<file path="src/rtl/pc_gen_pkg.sv">
// Shared constants for the fetch-PC generator: flush causes, FSM state
// codes and the default boot address.
package pc_gen_pkg;

  localparam logic FC_EXCEPTION  = 1'b0;
  localparam logic FC_MISPREDICT = 1'b1;

  typedef logic [1:0] state_t;

  localparam state_t ST_BOOT = 2'd0;
  localparam state_t ST_RUN  = 2'd1;
  localparam state_t ST_WAIT = 2'd2;

  localparam logic [31:0] PC_ENTRY_DEFAULT = 32'hBFC0_0000;

endpackage

</file>
<file path="src/rtl/pc_gen_multi_sat_counter.sv">
// Saturating up-counter that sticks at all-ones, with async reset and
// synchronous clear.
module sat_counter
  import pc_gen_pkg::*;
#(
  parameter int W = 32
) (
  input  logic         i_clk,
  input  logic         i_rst,
  input  logic         i_clear,
  input  logic         i_inc,
  output logic [W-1:0] o_count
);

  logic [W-1:0] r_count;

  always_ff @(posedge i_clk or posedge i_rst) begin
    if (i_rst) begin
      r_count <= '0;
    end else if (i_clear) begin
      r_count <= '0;
    end else if (i_inc && (r_count != '1)) begin
      r_count <= r_count + W'(1);
    end
  end

  assign o_count = r_count;

endmodule

</file>
<file path="src/rtl/pc_gen_multi.sv">
// Fetch-PC generator: holds the fetch-group address, handshakes with the
// icache, selects the next PC by redirect priority, keeps branch counters.
module pc_gen_multi
  import pc_gen_pkg::*;
#(
  parameter int                ADDR_W   = 32,
  parameter int                FETCH_W  = 2,
  parameter logic [ADDR_W-1:0] ENTRY    = ADDR_W'(PC_ENTRY_DEFAULT),
  parameter int                CNT_W    = 32,
  parameter int                DS_SLOTS = 1
) (
  input  logic              clk,
  input  logic              resetn,
  input  logic              flush,
  input  logic              flush_cause,
  input  logic [ADDR_W-1:0] epc,
  input  logic              resolve_valid,
  input  logic              branch_flag,
  input  logic [ADDR_W-1:0] npc_actual,
  input  logic [ADDR_W-1:0] ex_pc,
  input  logic              pred_valid,
  input  logic [ADDR_W-1:0] pred_target,
  input  logic              ibuffer_full,
  input  logic              icache_ready,
  output logic [ADDR_W-1:0] pc,
  output logic              rreq_to_icache,
  output logic [FETCH_W-1:0] fetch_mask,
  output logic [CNT_W-1:0]  branch_count,
  output logic [CNT_W-1:0]  hit_count
);

  localparam logic [ADDR_W-1:0] GROUP_BYTES = ADDR_W'(4 * FETCH_W);
  localparam logic [ADDR_W-1:0] NT_OFFSET   = ADDR_W'(4 * (1 + DS_SLOTS));
  localparam logic [ADDR_W-1:0] SLOT_MASK   = ADDR_W'(FETCH_W - 1);

  state_t            r_state;
  state_t            w_state_nxt;
  logic [ADDR_W-1:0] r_pc;
  logic [ADDR_W-1:0] w_pc_nxt;
  logic [ADDR_W-1:0] w_slot;
  logic [FETCH_W-1:0] w_mask;
  logic              w_rreq;
  logic              w_hs;
  logic              w_branch_inc;
  logic              w_hit_inc;

  // Once in WAIT the request must stay up regardless of ibuffer_full.
  always_comb begin
    w_rreq = 1'b0;
    case (r_state)
      ST_RUN:  w_rreq = !flush && !ibuffer_full;
      ST_WAIT: w_rreq = !flush;
      default: w_rreq = 1'b0;
    endcase
    w_hs = w_rreq && icache_ready;
  end

  always_comb begin
    w_pc_nxt = r_pc;
    if (flush) begin
      if (flush_cause == FC_EXCEPTION) begin
        w_pc_nxt = epc;
      end else if (branch_flag) begin
        w_pc_nxt = npc_actual;
      end else begin
        w_pc_nxt = ex_pc + NT_OFFSET;
      end
    end else if (w_hs) begin
      if (pred_valid) begin
        w_pc_nxt = pred_target;
      end else begin
        w_pc_nxt = (r_pc & ~(GROUP_BYTES - ADDR_W'(1))) + GROUP_BYTES;
      end
    end else begin
      w_pc_nxt = r_pc;
    end
  end

  always_comb begin
    w_state_nxt = r_state;
    if (flush) begin
      w_state_nxt = ST_RUN;
    end else begin
      case (r_state)
        ST_BOOT: w_state_nxt = ST_RUN;
        ST_RUN:  w_state_nxt = (w_rreq && !icache_ready) ? ST_WAIT : ST_RUN;
        ST_WAIT: w_state_nxt = w_hs ? ST_RUN : ST_WAIT;
        default: w_state_nxt = ST_BOOT;
      endcase
    end
  end

  // Slots below the entry offset of the group are not valid.
  always_comb begin
    w_slot = (r_pc >> 2) & SLOT_MASK;
    w_mask = '0;
    for (int i = 0; i < FETCH_W; i++) begin
      w_mask[i] = (ADDR_W'(i) >= w_slot);
    end
  end

  always_ff @(posedge clk or posedge resetn) begin
    if (resetn) begin
      r_state <= ST_BOOT;
      r_pc    <= ENTRY;
    end else begin
      r_state <= w_state_nxt;
      r_pc    <= w_pc_nxt;
    end
  end

  assign w_branch_inc = resolve_valid && branch_flag;
  assign w_hit_inc    = w_branch_inc && !(flush && (flush_cause == FC_MISPREDICT));

  sat_counter #(.W(CNT_W)) u_branch_cnt (
    .i_clk   (clk),
    .i_rst   (resetn),
    .i_clear (1'b0),
    .i_inc   (w_branch_inc),
    .o_count (branch_count)
  );

  sat_counter #(.W(CNT_W)) u_hit_cnt (
    .i_clk   (clk),
    .i_rst   (resetn),
    .i_clear (1'b0),
    .i_inc   (w_hit_inc),
    .o_count (hit_count)
  );

  assign pc             = r_pc;
  assign rreq_to_icache = w_rreq;
  assign fetch_mask     = w_mask;

endmodule

</file>
<file path="config.mk">
export PLATFORM = sky130hd
export DESIGN_NAME = pc_gen_multi
export DESIGN_NICKNAME = d
export VERILOG_FILES = /design/src/rtl/pc_gen_pkg.sv /design/src/rtl/pc_gen_multi_sat_counter.sv /design/src/rtl/pc_gen_multi.sv
export SDC_FILE = /design/constraint.sdc
export NUM_CORES = 1
export LEC_CHECK = 0
export CAP_MARGIN = 15
export CORE_ASPECT_RATIO = 1.5
export CORE_MARGIN = 2
export CORE_UTILIZATION = 25
export CTS_BUF_LIST = sky130_fd_sc_hd__clkbuf_4
export CTS_CLUSTER_SIZE = 25
export DETAILED_ROUTE_END_ITERATION = 8
export HOLD_SLACK_MARGIN = 0.06
export SETUP_SLACK_MARGIN = 0.3
export SLEW_MARGIN = 40
export SYNTH_ARGS = -nofsm -noshare
export SYNTH_HDL_FRONTEND = slang
export SYNTH_SLANG_ARGS = --single-unit
</file>
<file path="constraint.sdc">
create_clock -name clk -period 5.25 [get_ports clk]
set_clock_uncertainty 0.2 [all_clocks]
set_input_delay 1.05 -clock clk [delete_from_list [all_inputs] [get_ports clk]]
set_output_delay 1.05 -clock clk [all_outputs]
set_load 0.01 [all_outputs]
</file>
==> results.ini <==
[sta]
hold_violations = 0
fmax_mhz = 260
min_period_ns = 3.85
setup_violations = 0
fin_setup_tns_ns = 0
slew_violations = 0
slew-limit-headroom = 0.484
worst_slew_pin_slew_ns = 0.767
fin_crit_sh = 0.733
rsz0062_at_grt = false

[synth]
synth_simple_gate_area_share = 0.253
synth.distinct_cells = 72
synth_top_cell_by_area = dfrtp_1
synthMuxAreaShare = 0.0269
synth_area_per_cell_um2 = 8.98
yosys-top-cells-count = dfrtp_1, nand2_1, xnor2_1
synthFlopType = dfrtp_1
synth_compound_area_frac = 0.179
synthAdderAreaFrac = 0.0151
synth-async-reset-ratio = 1.00
synth_top_family_by_area = simple AND/OR/NAND/NOR gates
synth_edf_count = 0
yosysSeqAreaShare = 0.373
yosys_warnings = 0
ys_seq_elements = 98
synth.area.top_cells = dfrtp_1, xnor2_1, xor2_1
yosysMostFrequentCell = dfrtp_1
synth-xor-area-share = 0.115
syn_area_mm2 = 0.00661
synthCells = 736
yosysTopAreaCellShare = 0.337
syn_nets = 881

[global_route]
grt_max_degree = 58
track_usage = 0.180
grt_pass1_vias = 6658
antenna_found_initial = 3
grt_pass1_wl_mm = 38.6
overflow = 0

[die]
rows = 72
die_w_um = 137
die_area_mm2 = 0.0278
die_h_um = 203
core_area_mm2 = 0.0259
num_io_pins = 236
initial_core_util = 0.256

[pwr]
pwr_density_cell_mw_per_mm2 = 238
leakage_nw = 3.68
power_mw = 2.26
vdd_ir_drop_max_mv = 0.120

[place]
port_buffers = 234
hpwl_mm = 19.7
finalWeightedCongestion = 0.923
dp.cells = 1278

[drt]
drt-total-wl_mm = 25.6
wire_per_inst_um = 19.7
drtPass1Iterations = 7
via_count = 6828
drc_errors = 0
ant_nets = 0
viasPerCell = 5.26
first_iter_violations = 410

[status]
outcome = complete, no violations

[finish]
layout.nets = 1101
stdcell_count = 1297
layout-drive-gt1-share = 0.0624
area_growth_pct = 43.6

[worst_setup_path]
worstPathMaxFanout = 6
endpoint_kind = primary output
critical_path_class = in -> out
required_ns = 4.00
worstSetupStartpointType = input pin
crit_arrival_ns = 2.60

[hold_path]
hold_path.class = reg -> reg

[clock_network]
cts_tree = built
cts_buffers = 9
htreeDepth = 3
cts_resized = 0
clockBufferDepth = 2
ctsHoldBuffers = 0
clock-root-buffer = clkbuf_4
clkTransAtPathRegs_ns = 0.17
clock-sinks = 98
cts_setup_buffers = 0
clkLatencyLatePin_ns = 0.49

[flow_run]
max-cap-violations = 0

-- cells in the final DEF (no fill, tap or decap), types with 5 or more instances in the layout --
master | synthesis | layout
a21o_1 | 5 | 5
ha_1 | 8 | 8
a22o_1 | 6 | 6
inv_1 | 22 | 21
a221oi_1 | 11 | 11
o211ai_1 | 14 | 14
dfrtp_1 | 89 | 89
a22oi_1 | 9 | 9
and3_1 | 20 | 20
a21oi_1 | 19 | 19
o21ai_0 | 27 | 27
a222oi_1 | 6 | 6
buf_4 | 1 | 13
dfstp_2 | 9 | 9
clkdlybuf4s50_1 | 0 | 234
o21a_1 | 7 | 7
a211oi_1 | 7 | 6
nor3_1 | 28 | 28
and2_1 | 11 | 11
and4_1 | 20 | 20
nor4_1 | 14 | 14
nand2_1 | 59 | 59
or3_1 | 5 | 5
o221ai_1 | 10 | 10
mux2i_1 | 11 | 11
nand3_1 | 39 | 39
clkbuf_4 | 0 | 9
o31ai_1 | 9 | 9
nor2_1 | 45 | 44
nand4_1 | 28 | 28
xor2_1 | 32 | 32
a31oi_1 | 6 | 6
xnor2_1 | 55 | 55
-- sequential cells by signal (all words and copies together), names as in the netlist --
signal,flops
pc,32
u_branch_cnt.o_count,32
u_hit_cnt.o_count,32
r_state,2
-- final timing paths --
check	startpoint	endpoint	slack, ns	cells past startpoint
hold reg to reg	u_branch_cnt.o_count[16]	u_branch_cnt.o_count[16]	0.30	1
hold / removal	u_branch_cnt.o_count[16]	u_branch_cnt.o_count[16]	0.30	1
setup reg to reg	pc[15]	pc[31]	2.63	5
max in group asynchronous	resetn	pc[31]	3.30	3
setup / recovery	ibuffer_full	rreq_to_icache	1.40	5
min in group asynchronous	resetn	u_hit_cnt.o_count[10]	0.78	2
-- critical path, cell delays in order --
cell             delay [ns]
clkdlybuf4s50_1        0.41
nor2b_1                0.40
nor2_1                 0.11
nor2_1                 0.10
clkdlybuf4s50_1        0.54
-- cell type report --
class | count | area (um^2)
well taps | 333 | 417
clock buffers | 9 | 67.6
flip-flops and latches | 98 | 2460
inverters | 25 | 98.8
multi-input cells | 575 | 3920
repair buffers | 247 | 2440
fillers | 2673 | 16400
clock inverters | 7 | 81.3
diodes | 3 | 7.51
-- metrics by stage --
| step | setup WS (ns) | instance area [um^2] | util | hold slack (ns) |
|---|---|---|---|---|
| 6_report | 1.40 | 9490 | 0.367 | 0.297 |
| 4_1_cts | 1.41 | 9480 | 0.367 | 0.305 |
| 5_1_grt | 1.34 | 9490 | 0.367 | 0.336 |
| 3_5_place_dp | 1.41 | 9330 | 0.361 | 0.284 |
| 3_3_place_gp | 1.45 | 9320 | 0.360 | 0.280 |
| 2_1_floorplan | 1.45 | 6610 | - | 0.315 |
-- metal layers --
metal | vias up | global-route usage | share of wire
li1 | 3218 | - | -
met1 | 3345 | 0.226 | 0.41
met5 | - | 0 | 0
met2 | 224 | 0.308 | 0.52
met4 | 0 | 0.0647 | 0.030
met3 | 41 | 0.0308 | 0.049
-- kinds of logic (layout without fill, tap and decap cells) --
logic type / after synthesis / in the layout
simple gates: 300 / 300
compound gates: 162 / 162
flops: 98 / 98
xor+xnor: 87 / 87
buf+inv: 63 / 288
mux: 17 / 17
fa+ha+maj: 8 / 8
other cells: 1 / 4
-- power breakdown --
group	switching, mW	internal, mW	leakage, nW
sequential	0.148	0.864	1.25
clock	0.322	0.117	0.0805
combinational	0.381	0.425	2.35
Power figures use the tool's default switching activity.
